$ cat config.mk
export PLATFORM = sky130hd
export DESIGN_NAME = cntr_run_ctrl
export DESIGN_NICKNAME = d
export VERILOG_FILES = /design/src/rtl/cntr_pkg.sv /design/src/rtl/cntr_debounce.sv /design/src/rtl/cntr_run_ctrl.sv
export SDC_FILE = /design/constraint.sdc
export NUM_CORES = 1
export LEC_CHECK = 0
export ABC_CLOCK_PERIOD_IN_PS = 1340
export BUFFER_PORTS_ARGS = -buffer_cell sky130_fd_sc_hd__clkbuf_2
export CAP_MARGIN = 0
export CORE_MARGIN = 2
export CORE_UTILIZATION = 51
export DETAILED_ROUTE_END_ITERATION = 8
export PLACE_DENSITY = 0.73
export SETUP_SLACK_MARGIN = 0.4
export SYNTH_ARGS = -nofsm -noshare
export SYNTH_HDL_FRONTEND = slang
export SYNTH_SLANG_ARGS = --single-unit
$ cat constraint.sdc
create_clock -name CLOCK -period 1.34 [get_ports CLOCK]
set_input_delay 0.134 -clock CLOCK [delete_from_list [all_inputs] [get_ports CLOCK]]
set_output_delay 0.134 -clock CLOCK [all_outputs]
set_load 0.03 [all_outputs]
$ cat src/rtl/cntr_pkg.sv
// Shared definitions for the rotary-switch counter front end.
// State encoding and default timing constants.
package cntr_pkg;

   typedef enum logic [1:0] {
      ST_IDLE  = 2'd0,
      ST_RUN   = 2'd1,
      ST_PAUSE = 2'd2
   } state_t;

   localparam int unsigned DIV_DEF       = 5;
   localparam int unsigned DB_CYCLES_DEF = 4;
   localparam int unsigned RSW_W_DEF     = 4;

endpackage

$ cat src/rtl/cntr_debounce.sv
// Two-flop synchronizer followed by a counting debouncer.
// A vector input is treated as one value: any bit change restarts the count.
module cntr_debounce #(
   parameter int unsigned WIDTH     = 1,
   parameter int unsigned DB_CYCLES = 4
) (
   input  logic             i_clk,
   input  logic             i_rst,
   input  logic [WIDTH-1:0] i_raw,
   output logic [WIDTH-1:0] o_db
);

   localparam int unsigned CW = $clog2(DB_CYCLES);

   logic [WIDTH-1:0] r_sync1;
   logic [WIDTH-1:0] r_sync2;
   logic [WIDTH-1:0] r_sync_d;
   logic [WIDTH-1:0] r_db;
   logic [CW-1:0]    r_cnt;

   always_ff @(posedge i_clk) begin
      if (i_rst) begin
         r_sync1  <= '0;
         r_sync2  <= '0;
         r_sync_d <= '0;
         r_db     <= '0;
         r_cnt    <= '0;
      end else begin
         r_sync1  <= i_raw;
         r_sync2  <= r_sync1;
         r_sync_d <= r_sync2;
         if (r_sync2 == r_db) begin
            r_cnt <= '0;
         // a fresh differing value counts as the first cycle of a new run
         end else if (r_sync2 != r_sync_d) begin
            r_cnt <= CW'(1);
         end else if (r_cnt == CW'(DB_CYCLES - 1)) begin
            r_db  <= r_sync2;
            r_cnt <= '0;
         end else begin
            r_cnt <= r_cnt + CW'(1);
         end
      end
   end

   assign o_db = r_db;

endmodule

$ cat src/rtl/cntr_run_ctrl.sv
// Run/pause/clear controller for the rotary-switch down-counter.
// Conditions board inputs and produces the count tick, preset value and preset pulse.
module cntr_run_ctrl
   import cntr_pkg::*;
#(
   parameter int unsigned DIV       = DIV_DEF,
   parameter int unsigned DB_CYCLES = DB_CYCLES_DEF,
   parameter int unsigned RSW_W     = RSW_W_DEF
) (
   input  logic             CLOCK,
   input  logic             RESET,
   input  logic             BTN_START,
   input  logic             BTN_CLR,
   input  logic [RSW_W-1:0] RSW_RAW,
   output logic             EN,
   output logic             LOAD,
   output logic [RSW_W-1:0] RSW,
   output logic             RUNNING
);

   localparam int unsigned PW = $clog2(DIV);

   logic             w_db_start;
   logic             w_db_clr;
   logic [RSW_W-1:0] w_db_rsw;
   logic             r_db_start_d;
   logic             r_db_clr_d;
   logic             w_start_p;
   logic             w_clr_p;

   state_t           r_state;
   state_t           w_state_nxt;
   logic [PW-1:0]    r_pcnt;
   logic [PW-1:0]    w_pcnt_nxt;
   logic [RSW_W-1:0] r_rsw;
   logic [RSW_W-1:0] w_rsw_nxt;
   logic             r_load;
   logic             w_load_nxt;
   logic             r_running;

   cntr_debounce #(.WIDTH(1), .DB_CYCLES(DB_CYCLES)) u_db_start (
      .i_clk (CLOCK),
      .i_rst (RESET),
      .i_raw (BTN_START),
      .o_db  (w_db_start)
   );

   cntr_debounce #(.WIDTH(1), .DB_CYCLES(DB_CYCLES)) u_db_clr (
      .i_clk (CLOCK),
      .i_rst (RESET),
      .i_raw (BTN_CLR),
      .o_db  (w_db_clr)
   );

   cntr_debounce #(.WIDTH(RSW_W), .DB_CYCLES(DB_CYCLES)) u_db_rsw (
      .i_clk (CLOCK),
      .i_rst (RESET),
      .i_raw (RSW_RAW),
      .o_db  (w_db_rsw)
   );

   assign w_start_p = w_db_start & ~r_db_start_d;
   assign w_clr_p   = w_db_clr & ~r_db_clr_d;

   always_comb begin
      w_state_nxt = r_state;
      w_pcnt_nxt  = r_pcnt;
      w_rsw_nxt   = r_rsw;
      w_load_nxt  = 1'b0;
      if (r_state == ST_RUN) begin
         w_pcnt_nxt = (r_pcnt == PW'(DIV - 1)) ? '0 : r_pcnt + PW'(1);
      end
      if (w_clr_p) begin
         w_state_nxt = ST_IDLE;
         w_rsw_nxt   = w_db_rsw;
         w_load_nxt  = 1'b1;
      end else begin
         case (r_state)
            // a switch change coinciding with START is dropped so no LOAD lands in RUN
            ST_IDLE: begin
               if (w_start_p) begin
                  w_state_nxt = ST_RUN;
                  w_pcnt_nxt  = '0;
               end else if (w_db_rsw != r_rsw) begin
                  w_rsw_nxt  = w_db_rsw;
                  w_load_nxt = 1'b1;
               end
            end
            ST_RUN: begin
               if (w_start_p) w_state_nxt = ST_PAUSE;
            end
            ST_PAUSE: begin
               if (w_start_p) w_state_nxt = ST_RUN;
            end
            default: w_state_nxt = ST_IDLE;
         endcase
      end
   end

   always_ff @(posedge CLOCK) begin
      if (RESET) begin
         r_db_start_d <= 1'b0;
         r_db_clr_d   <= 1'b0;
         r_state      <= ST_IDLE;
         r_pcnt       <= '0;
         r_rsw        <= '0;
         r_load       <= 1'b0;
         r_running    <= 1'b0;
      end else begin
         r_db_start_d <= w_db_start;
         r_db_clr_d   <= w_db_clr;
         r_state      <= w_state_nxt;
         r_pcnt       <= w_pcnt_nxt;
         r_rsw        <= w_rsw_nxt;
         r_load       <= w_load_nxt;
         r_running    <= (w_state_nxt == ST_RUN);
      end
   end

   assign EN      = (r_state == ST_RUN) && (r_pcnt == PW'(DIV - 1)) && !w_clr_p;
   assign LOAD    = r_load;
   assign RSW     = r_rsw;
   assign RUNNING = r_running;

endmodule
==> reports/summary.md <==
- total buffers and inverters traversed by the critical path: 0
- Skew-Pair Late Insertion Delay: 350 ps
- Static Leak: 0.964 nW
- top_reg_cell synth: dfxtp_1
- Worst slew margin: 70.0%
- fmax: 0.692 GHz
- cell area after synthesis: 0.00169 mm2
- standard-cell row count: 20
- pins over their slew limit: 0
- Crit path required time: 1580 ps
- FF+latch count, synth: 43
- number of buffer cells added on primary ports: 14
- Synth top cells by count: 43 x dfxtp_1, 23 x nor2b_1, 20 x nand2_1
- # diodes: 0
- overflow left after global routing: 0
- TritonCTS clock tree: built
- routed wire length: 3.93 mm
- Worst EP arrival: 1690 ps
- Min-Delay Path Class: input port to flip-flop
- first-pass GRT wire length: 5.48 mm
- critical path's slowest cell: dfxtp_4
- Worst-path clk slew: 130 ps
- post-route minimum period: 1450 ps
- biggest area contributors in the synthesized netlist: dfxtp_1 51%, nor2b_1 8.5%, mux2i_1 5.9%
- residual antenna-violating net count after detailed routing: 0
- Setup violations, final: 2
- die footprint: 0.00378 mm2
- startpoint type of the worst setup path: flip-flop
- unrepaired setup endpoints after global routing: yes
- number of global-route vias before repair: 1236
- post-route worst hold slack: 267 ps
- number of buffers added by the clock tree synthesis step: 5
- share of cells above drive strength 1: 53.8%
- post-synth top area cell: dfxtp_1
- family with the most delay on the worst path: flip-flops
- average wire per standard cell: 15.4 um
- max-cap violations: 0
- crit path cell chain: xnor2_2 -> nand4_1 -> a21oi_4 -> mux2i_1
- hold_sp: RESET
- Worst Path Max Fanout: 5
- startpoint of the most critical setup path: RSW[0]$_SDFFE_PP0P_
- count of unique library cells instantiated by Yosys: 26
- initial detailed-routing violation count: 78
- die height: 61.5 um
- post-synthesis sequential area ratio: 51.1%
- crit path setup slack, layout: -106 ps
- Crit Path Category: flip-flop to flip-flop
- detailed-route vias per instance: 5.20
- number of levels the H-tree was split into: 2
- cell at the root of the clock tree: clkbuf_4
- routability cong.: 0.767
- count of unresolved DRC violations after routing: 0
- Net count, final: 224
- Pwr per Cell Area: 834 mW/mm2
- proportion of synthesized flip-flops having asynchronous set or reset: 0%
- via count of the routed design: 1332
- category of the worst setup path capture point: flip-flop
- number of warning messages in the yosys log: 0
- Yosys top cell area share: 51.1%
- number of buffers on the longest clock path: 2
- All-Layer GR Usage: 20.3%
- cell with the most instances after synthesis: dfxtp_1
- area delta synth->final: 47.5%
- setup TNS: -147 ps
- failing checks: setup timing
- number of enable-type register cells in the synthesized netlist: 0
- reg2reg start: RSW[0]$_SDFFE_PP0P_
- die boundary width: 61.5 um
- VDD IR-drop max: 0.000738 V
- area inside the core boundary: 0.00310 mm2
- gate count of the mapped netlist: 172
- Synth Area per Inst: 9.80 um2
- worst clock skew on the final layout: 15.4 ps
- Ports: 15
- total nets after synthesis: 185
- CP peak stage delay: 390 ps
- post-route clock period utilization: 108%
- clock sinks: 43
- antenna violations before repair: 0
- maximum number of pins on one net before global-route repair: 29
- Pwr Total: 2.07 mW
- initial cell density of the core: 54.3%
- dpl hpwl: 2.04 mm
- Fin. Hold Viols: 0
- slew of the pin with the lowest slew margin: 449 ps
- 1st-pass router iterations: 4
- status: finished with violations
[layer usage]
metal  vias to the layer above  track usage (%)  part of all wire (%)
met5                         -                0                     0
met4                         0             10.9                   2.7
met3                        11             4.83                   3.2
met2                        37             35.2                    50
met1                       638             22.9                    44
li1                        646                -                     -
[area by class of cell]
cell class	count	area, um2
multi-input cells	116	1080
flip-flops and latches	43	928
fillers	184	617
repair buffers	36	334
well taps	44	55.1
clock buffers	7	45.0
inverters	9	33.8
clock inverters	1	5.00
[path summary, 6_finish.rpt]
| check | endpoint | slack (ps) | cells past startpoint |
|---|---|---|---|
| setup / recovery | RSW[2]$_SDFFE_PP0P_ | -110 | 4 |
| hold / removal | u_db_clr.o_db$_SDFFE_PP0P_ | 270 | 3 |
| setup reg to reg | RSW[2]$_SDFFE_PP0P_ | -110 | 4 |
| hold reg to reg | u_db_rsw.r_sync2[0]$_SDFF_PP0_ | 440 | 1 |
[state kept, by name, indices dropped and copies added (netlist names), 3 cells and up]
register           flops
u_db_rsw.r_sync1       4
r_pcnt                 3
RSW                    4
u_db_rsw.r_sync_d      4
u_db_rsw.o_db          4
u_db_rsw.r_sync2       4
[metrics by stage]
stage          cells  utilization [%]  area, um2  setup WS [ps]
6_report         256             80.1       2490           -106
5_1_grt          256             80.1       2490           -117
4_1_cts          253             76.9       2390          -30.0
3_5_place_dp     228             62.2       1930          -2.59
3_3_place_gp     228             62.2       1930           39.1
2_1_floorplan    172                -       1800            125
[worst reg2reg max path: stages (launching register included)]
cell and delay [ps]:
dfxtp_4 390, xnor2_2 150, nand4_1 170, a21oi_4 260, mux2i_1 360
[where the power goes]
group / switching [mW] / total, mW / internal [mW]
clock network: 0.413 / 0.618 / 0.205
registers: 0.0222 / 1.30 / 1.28
logic: 0.0708 / 0.153 / 0.0819
total: 0.506 / 2.07 / 1.57
[layout by cell type, fill, tap and decap left out, types with 6 or more instances in the layout]
cell type and instances:
nand2_1 19, dfxtp_1 17, nor2b_1 16, dfxtp_4 14, dfxtp_2 12, buf_4 12, mux2i_1 9, xnor2_2 8
inv_1 7, clkbuf_2 7, nor3_2 6, dlygate4sd3_1 6, buf_8 6
[kinds of logic (layout without fill, tap and decap cells)]
family | after synthesis | after routing | synth area share (%)
multiplexers | 10 | 10 | 5.94
adder cells (fa/ha/maj) | 5 | 5 | 3.71
AO/OA/AOI/OAI | 20 | 20 | 6.83
XOR/XNOR | 12 | 12 | 6.24
flip-flops | 43 | 43 | 51.1
buffers and inverters | 13 | 53 | 2.89
AND/OR/NAND/NOR | 69 | 69 | 23.3
[timing repair]
item / CTS / global route
endpoints found under the hold margin: 6 / 0
hold buffers: 6 / 0
setup buffers: 11 / 3
endpoints found under the setup margin: 30 / 30
pin swaps: 17 / 9
resized for setup: 72 / 28
Power figures use the tool's default switching activity.
